<file path="config.mk">
export PLATFORM = sky130hd
export DESIGN_NAME = hasti_slave_demux_flat
export DESIGN_NICKNAME = d
export VERILOG_FILES = /design/src/rtl/pk_hasti.sv /design/src/rtl/if_hasti_slave_io.sv /design/src/rtl/hasti_default_slave.sv /design/src/rtl/hasti_slave_demux.sv /design/src/flat_wrapper.sv
export SDC_FILE = /design/constraint.sdc
export NUM_CORES = 1
export LEC_CHECK = 0
export CELL_PAD_IN_SITES_DETAIL_PLACEMENT = 0
export CELL_PAD_IN_SITES_GLOBAL_PLACEMENT = 2
export CORE_ASPECT_RATIO = 1.25
export CORE_MARGIN = 3
export CORE_UTILIZATION = 10
export DETAILED_ROUTE_END_ITERATION = 7
export PLACE_DENSITY_LB_ADDON = 0.08
export RECOVER_POWER = 25
export SETUP_SLACK_MARGIN = 0.3
export SLEW_MARGIN = 10
export SYNTH_ARGS = -nofsm -noshare
export SYNTH_HDL_FRONTEND = slang
export SYNTH_SLANG_ARGS = --single-unit
</file>
<file path="constraint.sdc">
create_clock -name hclk -period 3.19 [get_ports hclk]
set_input_delay 0.638 -clock hclk [delete_from_list [all_inputs] [get_ports hclk]]
set_output_delay 0.638 -clock hclk [all_outputs]
set_load 0.02 [all_outputs]
</file>
<file path="src/rtl/pk_hasti.sv">
// Shared HASTI (AHB-Lite) types: transfer kinds, response codes, demux slave selects.
// No logic of its own; zero latency.
// Carries no flow control; it only defines the encodings the bus blocks agree on.
package pk_hasti;

  typedef enum logic [1:0] {
    HTRANS_IDLE   = 2'b00,
    HTRANS_BUSY   = 2'b01,
    HTRANS_NONSEQ = 2'b10,
    HTRANS_SEQ    = 2'b11
  } htrans_t;

  typedef enum logic {
    HRESP_OKAY  = 1'b0,
    HRESP_ERROR = 1'b1
  } hresp_t;

  typedef enum logic [1:0] {
    SEL_NONE = 2'd0,
    SEL_S0   = 2'd1,
    SEL_S1   = 2'd2,
    SEL_DEF  = 2'd3
  } slave_sel_t;

  // Only NONSEQ and SEQ move data; IDLE and BUSY get a zero-wait OKAY.
  function automatic logic trans_active(input htrans_t t);
    return (t == HTRANS_NONSEQ) || (t == HTRANS_SEQ);
  endfunction

endpackage

</file>
<file path="src/rtl/if_hasti_slave_io.sv">
// HASTI slave-side bundle: address/control/write data one way, read data/response the other.
// Pure wiring, zero latency.
// hready/hreadyout carry the wait-state handshake between master and slave.
interface if_hasti_slave_io;
  logic [31:0] haddr;
  logic        hwrite;
  logic [2:0]  hsize;
  logic [2:0]  hburst;
  logic [3:0]  hprot;
  logic [1:0]  htrans;
  logic        hmastlock;
  logic [31:0] hwdata;
  logic        hsel;
  logic        hready;
  logic [31:0] hrdata;
  logic        hresp;
  logic        hreadyout;

  // Near side: the block holding this modport behaves as the slave.
  modport n (
    input  haddr, hwrite, hsize, hburst, hprot, htrans, hmastlock, hwdata, hsel, hready,
    output hrdata, hresp, hreadyout
  );

  // Far side: the block holding this modport drives a slave.
  modport f (
    output haddr, hwrite, hsize, hburst, hprot, htrans, hmastlock, hwdata, hsel, hready,
    input  hrdata, hresp, hreadyout
  );
endinterface

</file>
<file path="src/rtl/hasti_default_slave.sv">
// Default slave: answers unmapped active transfers with the two-cycle AHB ERROR response.
// Registered response: ERR1 (wait + ERROR) the cycle after the access, then ERR2 (ready + ERROR).
// Inserts exactly one wait state per unmapped access; otherwise always ready with OKAY.
module hasti_default_slave
  import pk_hasti::*;
(
  input  logic hclk,
  input  logic hresetn,
  input  logic acc,
  output logic hreadyout,
  output logic hresp
);

  localparam logic [1:0] ST_IDLE = 2'd0;
  localparam logic [1:0] ST_ERR1 = 2'd1;
  localparam logic [1:0] ST_ERR2 = 2'd2;

  logic [1:0] state;
  logic [1:0] state_nxt;

  // Next state: an access in ERR2 restarts the error sequence directly.
  always_comb begin
    state_nxt = ST_IDLE;
    case (state)
      ST_IDLE: state_nxt = acc ? ST_ERR1 : ST_IDLE;
      ST_ERR1: state_nxt = ST_ERR2;
      ST_ERR2: state_nxt = acc ? ST_ERR1 : ST_IDLE;
      default: state_nxt = ST_IDLE;
    endcase
  end

  // State register, cleared immediately by reset.
  always_ff @(posedge hclk or negedge hresetn) begin
    if (!hresetn) state <= ST_IDLE;
    else          state <= state_nxt;
  end

  assign hreadyout = (state != ST_ERR1);
  assign hresp     = (state == ST_ERR1 || state == ST_ERR2) ? HRESP_ERROR : HRESP_OKAY;

endmodule

</file>
<file path="src/rtl/hasti_slave_demux.sv">
// Address decoder + response mux: one HASTI slave port fanned out to two slaves plus a default slave.
// Zero added latency: decode is combinational, response is muxed in the data phase by a registered select.
// Selected slave's hreadyout stalls upstream; upstream hready is broadcast so both slaves see the stall.
module hasti_slave_demux
  import pk_hasti::*;
#(
  parameter logic [31:0] BASE0 = 32'h0000_0000,
  parameter logic [31:0] MASK0 = 32'hF000_0000,
  parameter logic [31:0] BASE1 = 32'h1000_0000,
  parameter logic [31:0] MASK1 = 32'hF000_0000
) (
  input logic            hclk,
  input logic            hresetn,
  if_hasti_slave_io.n    in,
  if_hasti_slave_io.f    out0,
  if_hasti_slave_io.f    out1
);

  logic       hit0;
  logic       hit1;
  slave_sel_t asel;
  slave_sel_t dsel;
  logic       def_acc;
  logic       def_hreadyout;
  logic       def_hresp;

  assign hit0 = (in.haddr & MASK0) == BASE0;
  assign hit1 = (in.haddr & MASK1) == BASE1;

  // Address-phase select; window 0 wins when both windows match.
  always_comb begin
    asel = SEL_NONE;
    if (in.hsel) begin
      if (hit0)      asel = SEL_S0;
      else if (hit1) asel = SEL_S1;
      else           asel = SEL_DEF;
    end
  end

  // Request side is a straight broadcast; only hsel is steered.
  assign out0.haddr     = in.haddr;
  assign out0.hwrite    = in.hwrite;
  assign out0.hsize     = in.hsize;
  assign out0.hburst    = in.hburst;
  assign out0.hprot     = in.hprot;
  assign out0.htrans    = in.htrans;
  assign out0.hmastlock = in.hmastlock;
  assign out0.hwdata    = in.hwdata;
  assign out0.hready    = in.hready;
  assign out0.hsel      = (asel == SEL_S0);

  assign out1.haddr     = in.haddr;
  assign out1.hwrite    = in.hwrite;
  assign out1.hsize     = in.hsize;
  assign out1.hburst    = in.hburst;
  assign out1.hprot     = in.hprot;
  assign out1.htrans    = in.htrans;
  assign out1.hmastlock = in.hmastlock;
  assign out1.hwdata    = in.hwdata;
  assign out1.hready    = in.hready;
  assign out1.hsel      = (asel == SEL_S1);

  // Data-phase select: advances only when the current data phase completes.
  always_ff @(posedge hclk or negedge hresetn) begin
    if (!hresetn)       dsel <= SEL_NONE;
    else if (in.hready) dsel <= asel;
  end

  assign def_acc = (asel == SEL_DEF) && in.hready && trans_active(htrans_t'(in.htrans));

  hasti_default_slave u_default_slave (
    .hclk      (hclk),
    .hresetn   (hresetn),
    .acc       (def_acc),
    .hreadyout (def_hreadyout),
    .hresp     (def_hresp)
  );

  // Response mux; no selection reads as an idle, ready, OKAY slave.
  always_comb begin
    in.hrdata    = 32'h0;
    in.hresp     = HRESP_OKAY;
    in.hreadyout = 1'b1;
    case (dsel)
      SEL_S0: begin
        in.hrdata    = out0.hrdata;
        in.hresp     = out0.hresp;
        in.hreadyout = out0.hreadyout;
      end
      SEL_S1: begin
        in.hrdata    = out1.hrdata;
        in.hresp     = out1.hresp;
        in.hreadyout = out1.hreadyout;
      end
      SEL_DEF: begin
        in.hresp     = def_hresp;
        in.hreadyout = def_hreadyout;
      end
      default: ;
    endcase
  end

endmodule

</file>
<file path="src/flat_wrapper.sv">
// flat-port wrapper written by rule: the top's interface ports become plain ports
module hasti_slave_demux_flat import pk_hasti::*;
#(
  parameter logic [31:0] BASE0 = 32'h0000_0000,
  parameter logic [31:0] MASK0 = 32'hF000_0000,
  parameter logic [31:0] BASE1 = 32'h1000_0000,
  parameter logic [31:0] MASK1 = 32'hF000_0000
)
  (hclk, hresetn, in_haddr, in_hwrite, in_hsize, in_hburst, in_hprot, in_htrans, in_hmastlock, in_hwdata, in_hsel, in_hready, in_hrdata, in_hresp, in_hreadyout, out0_haddr, out0_hwrite, out0_hsize, out0_hburst, out0_hprot, out0_htrans, out0_hmastlock, out0_hwdata, out0_hsel, out0_hready, out0_hrdata, out0_hresp, out0_hreadyout, out1_haddr, out1_hwrite, out1_hsize, out1_hburst, out1_hprot, out1_htrans, out1_hmastlock, out1_hwdata, out1_hsel, out1_hready, out1_hrdata, out1_hresp, out1_hreadyout);
  if_hasti_slave_io in_i ();
  if_hasti_slave_io out0_i ();
  if_hasti_slave_io out1_i ();
  input logic hclk;
  input logic hresetn;
  input wire logic [$bits(in_i.haddr)-1:0] in_haddr;
  input wire logic [$bits(in_i.hwrite)-1:0] in_hwrite;
  input wire logic [$bits(in_i.hsize)-1:0] in_hsize;
  input wire logic [$bits(in_i.hburst)-1:0] in_hburst;
  input wire logic [$bits(in_i.hprot)-1:0] in_hprot;
  input wire logic [$bits(in_i.htrans)-1:0] in_htrans;
  input wire logic [$bits(in_i.hmastlock)-1:0] in_hmastlock;
  input wire logic [$bits(in_i.hwdata)-1:0] in_hwdata;
  input wire logic [$bits(in_i.hsel)-1:0] in_hsel;
  input wire logic [$bits(in_i.hready)-1:0] in_hready;
  output wire logic [$bits(in_i.hrdata)-1:0] in_hrdata;
  output wire logic [$bits(in_i.hresp)-1:0] in_hresp;
  output wire logic [$bits(in_i.hreadyout)-1:0] in_hreadyout;
  output wire logic [$bits(out0_i.haddr)-1:0] out0_haddr;
  output wire logic [$bits(out0_i.hwrite)-1:0] out0_hwrite;
  output wire logic [$bits(out0_i.hsize)-1:0] out0_hsize;
  output wire logic [$bits(out0_i.hburst)-1:0] out0_hburst;
  output wire logic [$bits(out0_i.hprot)-1:0] out0_hprot;
  output wire logic [$bits(out0_i.htrans)-1:0] out0_htrans;
  output wire logic [$bits(out0_i.hmastlock)-1:0] out0_hmastlock;
  output wire logic [$bits(out0_i.hwdata)-1:0] out0_hwdata;
  output wire logic [$bits(out0_i.hsel)-1:0] out0_hsel;
  output wire logic [$bits(out0_i.hready)-1:0] out0_hready;
  input wire logic [$bits(out0_i.hrdata)-1:0] out0_hrdata;
  input wire logic [$bits(out0_i.hresp)-1:0] out0_hresp;
  input wire logic [$bits(out0_i.hreadyout)-1:0] out0_hreadyout;
  output wire logic [$bits(out1_i.haddr)-1:0] out1_haddr;
  output wire logic [$bits(out1_i.hwrite)-1:0] out1_hwrite;
  output wire logic [$bits(out1_i.hsize)-1:0] out1_hsize;
  output wire logic [$bits(out1_i.hburst)-1:0] out1_hburst;
  output wire logic [$bits(out1_i.hprot)-1:0] out1_hprot;
  output wire logic [$bits(out1_i.htrans)-1:0] out1_htrans;
  output wire logic [$bits(out1_i.hmastlock)-1:0] out1_hmastlock;
  output wire logic [$bits(out1_i.hwdata)-1:0] out1_hwdata;
  output wire logic [$bits(out1_i.hsel)-1:0] out1_hsel;
  output wire logic [$bits(out1_i.hready)-1:0] out1_hready;
  input wire logic [$bits(out1_i.hrdata)-1:0] out1_hrdata;
  input wire logic [$bits(out1_i.hresp)-1:0] out1_hresp;
  input wire logic [$bits(out1_i.hreadyout)-1:0] out1_hreadyout;
  assign in_i.haddr = in_haddr;
  assign in_i.hwrite = in_hwrite;
  assign in_i.hsize = in_hsize;
  assign in_i.hburst = in_hburst;
  assign in_i.hprot = in_hprot;
  assign in_i.htrans = in_htrans;
  assign in_i.hmastlock = in_hmastlock;
  assign in_i.hwdata = in_hwdata;
  assign in_i.hsel = in_hsel;
  assign in_i.hready = in_hready;
  assign in_hrdata = in_i.hrdata;
  assign in_hresp = in_i.hresp;
  assign in_hreadyout = in_i.hreadyout;
  assign out0_haddr = out0_i.haddr;
  assign out0_hwrite = out0_i.hwrite;
  assign out0_hsize = out0_i.hsize;
  assign out0_hburst = out0_i.hburst;
  assign out0_hprot = out0_i.hprot;
  assign out0_htrans = out0_i.htrans;
  assign out0_hmastlock = out0_i.hmastlock;
  assign out0_hwdata = out0_i.hwdata;
  assign out0_hsel = out0_i.hsel;
  assign out0_hready = out0_i.hready;
  assign out0_i.hrdata = out0_hrdata;
  assign out0_i.hresp = out0_hresp;
  assign out0_i.hreadyout = out0_hreadyout;
  assign out1_haddr = out1_i.haddr;
  assign out1_hwrite = out1_i.hwrite;
  assign out1_hsize = out1_i.hsize;
  assign out1_hburst = out1_i.hburst;
  assign out1_hprot = out1_i.hprot;
  assign out1_htrans = out1_i.htrans;
  assign out1_hmastlock = out1_i.hmastlock;
  assign out1_hwdata = out1_i.hwdata;
  assign out1_hsel = out1_i.hsel;
  assign out1_hready = out1_i.hready;
  assign out1_i.hrdata = out1_hrdata;
  assign out1_i.hresp = out1_hresp;
  assign out1_i.hreadyout = out1_hreadyout;
  hasti_slave_demux #(.BASE0(BASE0), .MASK0(MASK0), .BASE1(BASE1), .MASK1(MASK1)) u_core (.hclk(hclk), .hresetn(hresetn), .in(in_i), .out0(out0_i), .out1(out1_i));
endmodule
</file>
==> results.yml <==
yosys:
  synth_compound_area_share_pct: 13.57
  synth_area_sq_um: 2011
  synth_fp_nets: 423
  synth.area.top_cells: "buf_4 59%, a22oi_1 12%, nor2b_1 10%, dfrtp_1 5.0%, ha_1 5.0%"
  yosysSeqAreaShare_pct: 4.978
  synth_cell_types: 21
  synth_top_area_share_pct: 58.99
  yosysWarnings: 0
  synth_largest_area_cell: "buf_4"
  yosys.area_share.simple_pct: 12.94
  syn_inst: 265
  synthMuxAreaShare_pct: 0
  synth_xor_area_share_pct: 0
  synth-seq-cells: 4
  avgSynthCellArea_sq_um: 7.587
  synth_top_family_by_area: "buffers and inverters"
  synth_adder_area_share_pct: 4.978
grt:
  grt_pass1_wl_mm: 11.25
  gr-total-overflow: 0
  grt_max_degree: 22
  groute.usage.overall_pct: 6.910
  antenna_found_initial: 0
  grt_pass1_vias: 1609
power_and_ir_drop:
  p_clk_share_pct: 28.0
  power_density_nw_per_um2: 278.6
  vdd_drop_max_mv: 0.1204
  sw_frac_of_total_pct: 34.97
  p_int_w: 0.0004478
  p_sw_w: 0.0002408
  p_comb_share_pct: 63.7
  total_power_w: 0.0006886
  power.leakage_nw: 0.8172
  seqPwrFrac_pct: 8.3
worst_setup_path:
  crit_path_end_kind: "primary output"
  path_max_fanout: 13
  crit_arrival_ns: 2.16
  critPathKind: "reg -> out"
  worstSetupStartpointType: "flip-flop"
  r2r_start: "u_core.u_default_slave.state[0]"
  r2r_setup_slack_ns: 2.17
  required_ns: 2.55
  reg2regPathDepth: 4
  r2r-end: "u_core.u_default_slave.state[0]"
layout:
  multi_input_area_sq_um: 654.4
  final_common_cell: "clkdlybuf4s50_1"
  seq_area_sq_um: 100.1
  syn2layout_area_growth_pct: 22.90
  drive_gt1_share_pct: 5.217
  fin_nets: 390
  layout_common_cells: "121 x clkdlybuf4s50_1, 32 x a22oi_1, 32 x nor2b_1, 8 x ha_1, 6 x buf_4"
  fill_cells: 2258
  n_antenna_cell: 0
clock_tree:
  clkTransAtPathRegs_ns: 0.03
  root_buffer: "clkbuf_16"
  hold_buffers: 0
  cts_tree: "yes"
  clkLatencyLatePin_ns: 0.22
  cts_htree_levels: 1
  cts.sinks: 4
  cts_buffers: 3
  clk_path_buf_depth: 2
sta:
  max_freq_mhz: 357.8
  finClkSkew_ns: 0.000001929
  post-route-min-period_ns: 2.794
  report.final.slew_viol_count: 0
  rsz0062_at_grt: "no"
  tightestPinTransition_ns: 0.2831
  hold_viol: 0
  fin_setup_tns_ns: 0
  slew_headroom_pct: 81.07
  setup_viol: 0
  fin_crit_sh_pct: 87.60
run:
  cap_violations: 0
floorplan:
  rows: 57
  dieHeight_microns: 164.5
  dieArea_sq_um: 21860
  start_util_pct: 10.25
  die_w_microns: 132.8
  io_pins: 344
  core_area_sq_um: 19610
drt:
  firstDrtPassIters: 4
  wire_per_inst_microns: 16.54
  drtIter0Drc: 30
  drc: 0
  routed_wl_mm: 8.189
  viasPerCell: 2.958
  vias: 1464
  ant_nets: 0
hold_path:
  min_to: "u_core.u_default_slave.state[1]"
  holdPathStages: 1
  min_from: "u_core.u_default_slave.state[0]"
  hp-class: "reg -> reg"
placement:
  hpwl_mm: 6.664
  place_congestion: 0.6016
  io_buffer_count: 124
run_status:
  outcome: "completed"
cells by family (layout without fill, tap and decap cells):
| logic type | after synthesis | in the layout |
|---|---|---|
| buf+inv | 173 | 138 |
| simple gates | 43 | 43 |
| compound gates | 37 | 37 |
| fa+ha+maj | 8 | 8 |
| flops | 4 | 4 |
cell usage after synthesis:
master,number
buf_4,158
a22oi_1,32
nor2b_1,32
ha_1,8
buf_2,4
buf_6,4
dfrtp_1,4
inv_1,4
clkbuf_1,3
and2_1,2
nand2_1,2
nor3_1,2
o22ai_1,2
a21oi_1,1
a222oi_1,1
nand2b_1,1
nand3_1,1
nor2_1,1
nor4_1,1
nor4b_1,1
o21ai_0,1
power groups by stage:
stage	Clock (W)	Combinational, W	Sequential, W
after CTS	0.000195	0.000453	0.0000575
after global routing	0.000200	0.000472	0.0000581
after floorplan	0	0.000471	0.0000573
after detailed placement	0	0.000448	0.0000580
after global placement	0	0.000453	0.0000581
final	0.000193	0.000439	0.0000574
repair_timing:
item | 4_1_cts | 5_1_grt
pin swaps | 1 | 0
endpoints found under the setup margin | 2 | 1
gates cloned | 0 | 0
gates resized for setup | 5 | 1
setup buffers | 1 | 0
stage by stage:
| step | setup slack (ns) | hold WS (ns) | area (sq um) | util (%) | std cells |
|---|---|---|---|---|---|
| 5_1_grt | 0.3042 | 0.5970 | 2471 | 12.60 | 495 |
| 3_3_place_gp | 0.1695 | 0.5714 | 2366 | 12.06 | 491 |
| 4_1_cts | 0.3620 | 0.5757 | 2467 | 12.58 | 495 |
| 3_5_place_dp | 0.1089 | 0.5727 | 2366 | 12.06 | 491 |
| 6_report | 0.3955 | 0.5596 | 2471 | 12.60 | 495 |
| 2_1_floorplan | 1.232 | 0.3424 | 2011 | - | 265 |
per-layer routing:
metal / track usage (%) / part of all wire (%) / vias up
met5: 0 / 0 / -
met4: 3.733 / 5.6 / 0
met3: 2.773 / 12 / 45
met2: 13.05 / 52 / 146
met1: 6.300 / 31 / 636
li1: - / - / 637
area by class of cell:
cell class | instances | area share (%)
timing repair buffer | 131 | 52.40
multi-input combinational | 88 | 26.48
tap | 265 | 13.42
sequential | 4 | 4.051
clock buffer | 3 | 3.038
inverter | 4 | 0.6076
worst max path at each step:
stage / cells past startpoint / end / slack [ns] / from
after CTS: 6 / in_hrdata[0] / 0.36 / u_core.dsel[0]
final: 6 / in_hrdata[8] / 0.40 / u_core.dsel[0]
after floorplan: 6 / in_hrdata[10] / 1.23 / u_core.dsel[0]
after detailed placement: 4 / out1_hsel / 0.11 / in_haddr[31]
after global placement: 4 / out1_hsel / 0.17 / in_haddr[31]
after global routing: 6 / in_hrdata[4] / 0.30 / u_core.dsel[1]
state kept, by name, summed over array words and instances (netlist names):
name	count
u_core.u_default_slave.state	2
u_core.dsel	2
critical path: stages, from the launching register on:
cell             delay (ns)
dfrtp_1                0.39
inv_1                  0.12
ha_1                   0.20
buf_4                  0.26
a22oi_1                0.15
nor2b_1                0.18
clkdlybuf4s50_1        0.63
Power figures use the tool's default switching activity.
